$ cat src/rtl/sprite_dma.sv
// -----------------------------------------------------------------------------
// sprite_dma
//
// Sprite-DMA controller placed between the CPU core's bus outputs and the
// system bus. Core bus cycles pass straight through while idle. A core write
// of page number V to P_TRIGGER_ADDR stalls the core (via its ready input) and
// copies the 256 bytes at $VV00..$VVFF to P_DEST_ADDR using alternating
// read/write bus cycles.
//
// Configuration macro:
//   SPRITE_DMA_ALIGN_EN - when defined, an extra dummy cycle (ALIGN) is
//                         inserted when needed so that every DMA read falls
//                         on a get cycle and every DMA write on a put cycle.
//                         When undefined, a transfer always takes 513 cycles.
//
// Parameters:
//   P_TRIGGER_ADDR - CPU write address that starts a transfer (default $4014)
//   P_DEST_ADDR    - destination address of every DMA write  (default $2004)
//
// Ports:
//   I_clock        in  1  system clock
//   I_reset        in  1  synchronous active-high reset
//   I_cycle_en     in  1  one-clock pulse ending each CPU bus cycle
//   I_cpu_addr     in 16  core bus address
//   I_cpu_wr_data  in  8  core write data
//   I_cpu_rdwr     in  1  core bus direction (1 = read)
//   I_rd_data      in  8  system bus read data
//   O_addr         out 16 system bus address
//   O_wr_data      out 8  system bus write data
//   O_rdwr         out 1  system bus direction (1 = read)
//   O_cpu_ready    out 1  core ready input (0 = core stalled), registered
//   O_busy         out 1  high while a transfer is in progress
// -----------------------------------------------------------------------------
module sprite_dma #(
  parameter logic [15:0] P_TRIGGER_ADDR = 16'h4014,
  parameter logic [15:0] P_DEST_ADDR    = 16'h2004
) (
  input  logic        I_clock,
  input  logic        I_reset,
  input  logic        I_cycle_en,
  input  logic [15:0] I_cpu_addr,
  input  logic [7:0]  I_cpu_wr_data,
  input  logic        I_cpu_rdwr,
  input  logic [7:0]  I_rd_data,
  output logic [15:0] O_addr,
  output logic [7:0]  O_wr_data,
  output logic        O_rdwr,
  output logic        O_cpu_ready,
  output logic        O_busy
);

  localparam logic [2:0] S_IDLE  = 3'd0;
  localparam logic [2:0] S_HALT  = 3'd1;
`ifdef SPRITE_DMA_ALIGN_EN
  localparam logic [2:0] S_ALIGN = 3'd2;
`endif
  localparam logic [2:0] S_READ  = 3'd3;
  localparam logic [2:0] S_WRITE = 3'd4;

  logic [2:0] state_reg, state_next;
  logic [7:0] page_reg,  page_next;
  logic [7:0] idx_reg,   idx_next;
  logic [7:0] data_reg,  data_next;
  logic       cpu_ready_reg;

  // A trigger is a core write to the trigger address; only honoured in IDLE.
  logic trigger;
  assign trigger = (I_cpu_rdwr == 1'b0) && (I_cpu_addr == P_TRIGGER_ADDR);

`ifdef SPRITE_DMA_ALIGN_EN
  // Get/put parity: 0 = get cycle, 1 = put cycle. Flips on every bus cycle.
  logic put_reg;

  always_ff @(posedge I_clock) begin
    if (I_reset) begin
      put_reg <= 1'b0;
    end else if (I_cycle_en) begin
      put_reg <= ~put_reg;
    end
  end
`endif

  // ---------------------------------------------------------------------------
  // Next-state logic
  // ---------------------------------------------------------------------------
  always_comb begin
    state_next = state_reg;
    page_next  = page_reg;
    idx_next   = idx_reg;
    data_next  = data_reg;
    case (state_reg)
      S_IDLE: begin
        if (trigger) begin
          page_next  = I_cpu_wr_data;
          idx_next   = 8'd0;
          state_next = S_HALT;
        end
      end
      S_HALT: begin
`ifdef SPRITE_DMA_ALIGN_EN
        // HALT on a get cycle means the next cycle is a put cycle, which
        // would misplace the first READ; burn one more cycle in that case.
        state_next = put_reg ? S_READ : S_ALIGN;
`else
        state_next = S_READ;
`endif
      end
`ifdef SPRITE_DMA_ALIGN_EN
      S_ALIGN: begin
        state_next = S_READ;
      end
`endif
      S_READ: begin
        data_next  = I_rd_data;
        state_next = S_WRITE;
      end
      S_WRITE: begin
        // idx never carries into the page byte: $VVFF is the last source.
        if (idx_reg == 8'hFF) begin
          state_next = S_IDLE;
        end else begin
          idx_next   = idx_reg + 8'd1;
          state_next = S_READ;
        end
      end
      default: begin
        state_next = S_IDLE;
      end
    endcase
  end

  // ---------------------------------------------------------------------------
  // State registers; everything advances only on bus-cycle boundaries
  // ---------------------------------------------------------------------------
  always_ff @(posedge I_clock) begin
    if (I_reset) begin
      state_reg     <= S_IDLE;
      page_reg      <= 8'd0;
      idx_reg       <= 8'd0;
      data_reg      <= 8'd0;
      cpu_ready_reg <= 1'b1;
    end else if (I_cycle_en) begin
      state_reg     <= state_next;
      page_reg      <= page_next;
      idx_reg       <= idx_next;
      data_reg      <= data_next;
      // Ready is registered so the stall takes effect on the clock after the
      // triggering cycle ends and releases after the last WRITE ends.
      cpu_ready_reg <= (state_next == S_IDLE);
    end
  end

  // ---------------------------------------------------------------------------
  // Bus output mux
  // ---------------------------------------------------------------------------
  always_comb begin
    O_addr    = I_cpu_addr;
    O_wr_data = I_cpu_wr_data;
    O_rdwr    = I_cpu_rdwr;
    case (state_reg)
      S_IDLE: begin
        O_addr    = I_cpu_addr;
        O_wr_data = I_cpu_wr_data;
        O_rdwr    = I_cpu_rdwr;
      end
      S_READ: begin
        O_addr = {page_reg, idx_reg};
        O_rdwr = 1'b1;
      end
      S_WRITE: begin
        O_addr    = P_DEST_ADDR;
        O_wr_data = data_reg;
        O_rdwr    = 1'b0;
      end
      default: begin
        // HALT / ALIGN: dummy read of whatever the stalled core presents.
        O_addr = I_cpu_addr;
        O_rdwr = 1'b1;
      end
    endcase
  end

  assign O_cpu_ready = cpu_ready_reg;
  assign O_busy      = (state_reg != S_IDLE);

endmodule

$ cat config.mk
export PLATFORM = sky130hd
export DESIGN_NAME = sprite_dma
export DESIGN_NICKNAME = d
export VERILOG_FILES = /design/src/rtl/sprite_dma.sv
export SDC_FILE = /design/constraint.sdc
export NUM_CORES = 1
export LEC_CHECK = 0
export BUFFER_PORTS_ARGS = -buffer_cell sky130_fd_sc_hd__buf_2
export CAP_MARGIN = 20
export CORE_MARGIN = 1
export CORE_UTILIZATION = 38
export DETAILED_ROUTE_END_ITERATION = 16
export HOLD_SLACK_MARGIN = 0.03
export PLACE_DENSITY = 0.75
export SLEW_MARGIN = 0
export SYNTH_ARGS = -nofsm -noshare
export SYNTH_HDL_FRONTEND = slang
export SYNTH_SLANG_ARGS = --single-unit
export TNS_END_PERCENT = 10
$ cat constraint.sdc
create_clock -name I_clock -period 2.85 [get_ports I_clock]
set_input_delay 0 -clock I_clock [delete_from_list [all_inputs] [get_ports I_clock]]
set_output_delay 0 -clock I_clock [all_outputs]
set_load 0.1 [all_outputs]
==> impl_summary.md <==
GRT
The wire length of the first global-routing pass is just under 7000 um. The maximum number of pins on one net before global-route repair is 22. The number of global-route vias before repair is about 1500. The global-route usage over all layers is 0.212. For this run the aggregate overflow at the end of global routing stands at 0.

The initial antenna violation count is 0.

Finish
The number of filler cells placed in the layout is between 300 and 400. After the last flow step, the layout net total stands at 290. The fraction of layout cells with a size suffix above 1 is 0.329. Compared with the post-synthesis result, the final layout area differs by 37.2%.

The final non-filler cell total is 300. The post-layout utilization of the core is 0.557. In the final layout, the multi-input gates occupy between 800 and 900 um2. In the final layout, flip-flops and latches occupy 561 um2. The final cell area excluding filler cells is 2090 um2. The antenna diode instance count is 0.

Placed design
The global placer's final weighted congestion is 0.799. After detailed placement, the design holds a cell count of 281. The number of port buffers is 62.

The HPWL after detailed placement is 3060 um. The post-detailed-placement cell area is 1860 um2.

Logic synthesis
Of the synthesized area, sequential elements account for 0.369. In this run the cell area of the synthesized design comes to 1520 um2. The number of different library cells used by synthesis comes to 46. In the synthesized netlist the dominant register cell turns out to be sky130_fd_sc_hd__dfxtp_1.

Of the total synthesized cell area, the portion taken by XOR and XNOR cells is 0.0173. Dividing the synthesized area by the synthesized cell count gives around 8.5 um2. Ranked by total cell area, the synthesized netlist is headed by sky130_fd_sc_hd__dfxtp_1 37%, sky130_fd_sc_hd__a22o_1 8.1%, sky130_fd_sc_hd__a21oi_1 6.9%. The share of synthesized registers carrying an async set or reset is 0. Of the post-synthesis cell area, the dominant cell type holds 0.369. The number of nets in the synthesized netlist is 216.

Of all cell types, the one taking the most synthesized area is sky130_fd_sc_hd__dfxtp_1. The yosys synthesis warning count is 0. The compound-cell area share of the yosys netlist is 0.264.

The multiplexer fraction of the synthesized cell area is 0.0658. The synthesized instance count is 179. The register bit total from synthesis is 28. The dominant combinational cell family by area after synthesis is compound AO/OA/AOI/OAI gates. The arithmetic-cell share of the synthesized area counting full adders, half adders and majority gates is 0.00823. The simple-gate share of the synthesized area is 0.236. The synthesized design contains 0 enable-type register cells.

Pwr
The net switching share of the total power is 0.361. The share of power burned in the clock network is 0.308. The reported leakage power is 0.865 nW. The fraction of power consumed by sequential logic is 0.390. The post-layout total power is 1.02 mW. VDD sags by at most 0.172 mV.

The portion of total power attributed to combinational logic is 0.303. The power spent charging and discharging nets is 0.370 mW. Internal power comes to 0.655 mW. In this run the power density over the cells is about 490 nW/um2.

Floorplan
The initial utilization of the core area, before any placement, comes to 0.406. The floorplan step defined a die boundary enclosing 4260 um2. The overall die width is 65.3 um. The number of top-level pins is 63. The number of cell rows is 22. The vertical extent of the die is 65.3 um. The area inside the core boundary is around 3700 um2.

CTS
At the later pin of the worst-skew pair, clock insertion delay measures 0.28 ns. TritonCTS built the clock tree. The number of clock sinks seen by CTS is 28.

The number of cells upsized or downsized after cts is 0. The clock slew seen by the registers of the worst setup and hold paths is 0.10 ns. In this run the number of H-tree levels came out at 1. Clock tree synthesis inserted a total of 3 buffers. The cts-stage hold buffer count is 15.

The buffer type at the clock tree root is sky130_fd_sc_hd__clkbuf_8. The maximum clock insertion buffer count is 2. The post-CTS setup buffer count is 0.

Route
The vias after detailed routing is about 1700. The first detailed-routing pass took 5 iterations. Once detail routing completed, the nets flagged for antenna violations numbered 0. In the final routed layout, each cell accounts on average for 14.5 um.

Summed over all layers, the routed wires come to around 4300 um. For this run, design rule violations remaining after detail routing come to 0. The average vias per placed instance is roughly 5.5. The detailed router's first-iteration violation count is between 80 and 90.

Critical path
The worst endpoint required time is 2.85 ns. Data arrives at the worst endpoint at 2.11 ns. The critical path in this run is classified as register to output port. The critical path endpoint category is an output port. The nature of the critical path startpoint is a register. Along the worst path, the maximum fanout reaches 18.

STA
The final count of pins violating max slew came to 0. The clock skew is 0.00527 ns. For this run, the top clock speed supported by timing is 473 MHz. Setup repair after global routing left no endpoint under its margin.

The transition time of the tightest slew-check pin is 0.463 ns. In this run the tightest slew margin relative to its limit is 0.683. The final hold violation count was 0. The worst path needs 2.11 ns of the cycle, external delays included. After routing, the total negative slack on setup checks comes to 0 ns. In the finished design, the share of the clock period the worst path needs comes to 0.742. The setup-violating endpoint count in the final report is 0.

Worst hold path
The path class of the tightest hold or removal check is input port to register.

Job
Max-cap violations in this run came to 0.

Outcome
The run finished with clean final reports.
[layer usage]
layer,up-vias,wire length (um),GRT usage
met5,-,0,0
met4,0,91,0.0897
met3,9,283,0.0382
met2,78,2070,0.354
met1,748,1900,0.265
li1,820,-,-
[critical path: stages (launching register included)]
cell and delay [ns]:
sky130_fd_sc_hd__dfxtp_1 0.43, sky130_fd_sc_hd__and3b_2 0.35, sky130_fd_sc_hd__nor2_1 0.27, sky130_fd_sc_hd__buf_4 0.23, sky130_fd_sc_hd__a22o_1 0.14, sky130_fd_sc_hd__buf_2 0.42
[power by group through the flow]
stage	sequential [mW]	combinational (mW)	clock (mW)
4_1_cts	0.399	0.309	0.321
3_3_place_gp	0.408	0.292	0
2_1_floorplan	0.414	0.227	0
5_1_grt	0.400	0.322	0.333
3_5_place_dp	0.408	0.293	0
6_report	0.400	0.310	0.315
[stage by stage]
step	hold slack (ns)	setup WS, ns
final	0.0461	0.736
after CTS	0.0369	0.735
after floorplan	0.136	0.387
after global routing	0.0606	0.613
after global placement	0.243	1.07
after detailed placement	0.245	1.05
[cell families after synthesis]
kind of cell / Yosys count
fa+ha+maj: 1
mux: 9
buf+inv: 14
simple gates: 65
flops: 28
xor+xnor: 3
compound gates: 59
[cells in the mapped netlist (2+ instances only)]
cell	instances
sky130_fd_sc_hd__and2_1	3
sky130_fd_sc_hd__a22o_1	14
sky130_fd_sc_hd__inv_1	3
sky130_fd_sc_hd__xor2_1	2
sky130_fd_sc_hd__buf_2	5
sky130_fd_sc_hd__nand3_1	4
sky130_fd_sc_hd__nand2_1	20
sky130_fd_sc_hd__o31ai_1	2
sky130_fd_sc_hd__nor2b_1	2
sky130_fd_sc_hd__or4_1	2
sky130_fd_sc_hd__nor2_1	8
sky130_fd_sc_hd__nor4_1	2
sky130_fd_sc_hd__mux2_2	8
sky130_fd_sc_hd__o22a_1	2
sky130_fd_sc_hd__dfxtp_1	28
sky130_fd_sc_hd__a21oi_1	21
sky130_fd_sc_hd__nand4_1	9
sky130_fd_sc_hd__clkbuf_1	5
sky130_fd_sc_hd__nor3b_1	2
sky130_fd_sc_hd__o21ai_0	11
[layout by cell type (no fill, tap or decap), types with 2 or more instances in the layout]
| cell | Yosys | routed |
|---|---|---|
| sky130_fd_sc_hd__buf_2 | 5 | 62 |
| sky130_fd_sc_hd__dfxtp_1 | 28 | 28 |
| sky130_fd_sc_hd__a21oi_1 | 21 | 21 |
| sky130_fd_sc_hd__nand2_1 | 20 | 20 |
| sky130_fd_sc_hd__dlygate4sd3_1 | 0 | 15 |
| sky130_fd_sc_hd__a22o_1 | 14 | 14 |
| sky130_fd_sc_hd__o21ai_0 | 11 | 11 |
| sky130_fd_sc_hd__nand4_1 | 9 | 9 |
| sky130_fd_sc_hd__nor2_1 | 8 | 8 |
| sky130_fd_sc_hd__mux2_2 | 8 | 8 |
| sky130_fd_sc_hd__nand3_1 | 4 | 4 |
| sky130_fd_sc_hd__inv_1 | 3 | 3 |
| sky130_fd_sc_hd__and2_1 | 3 | 3 |
| sky130_fd_sc_hd__clkbuf_8 | 0 | 3 |
| sky130_fd_sc_hd__buf_4 | 0 | 3 |
| sky130_fd_sc_hd__nor3b_1 | 2 | 2 |
| sky130_fd_sc_hd__o22a_1 | 2 | 2 |
| sky130_fd_sc_hd__nor2b_1 | 2 | 2 |
| sky130_fd_sc_hd__nor4_1 | 2 | 2 |
| sky130_fd_sc_hd__xor2_1 | 2 | 2 |
| sky130_fd_sc_hd__o31ai_1 | 2 | 2 |
| sky130_fd_sc_hd__or4_1 | 2 | 2 |
[final timing paths]
check | start | to | slack [ns] | cells after the start
hold reg to reg | data_reg[2]$_SDFFE_PP0P_ | data_reg[2]$_SDFFE_PP0P_ | 0.46 | 2
hold / removal | I_cpu_wr_data[1] | page_reg[1]$_SDFFE_PP0P_ | 0.05 | 3
setup / recovery | state_reg[2]$_SDFFE_PP0P_ | O_addr[9] | 0.74 | 5
setup reg to reg | state_reg[2]$_SDFFE_PP0P_ | O_cpu_ready$_SDFFE_PP1P_ | 1.16 | 5
[layout make-up]
cell class,count,area share
clock inverter,1,0.0144
tap,48,0.0288
timing repair buffer,80,0.232
inverter,3,0.00540
multi-input combinational,137,0.431
clock buffer,3,0.0198
sequential,28,0.269
No activity file was read; power rests on OpenSTA's default activity.
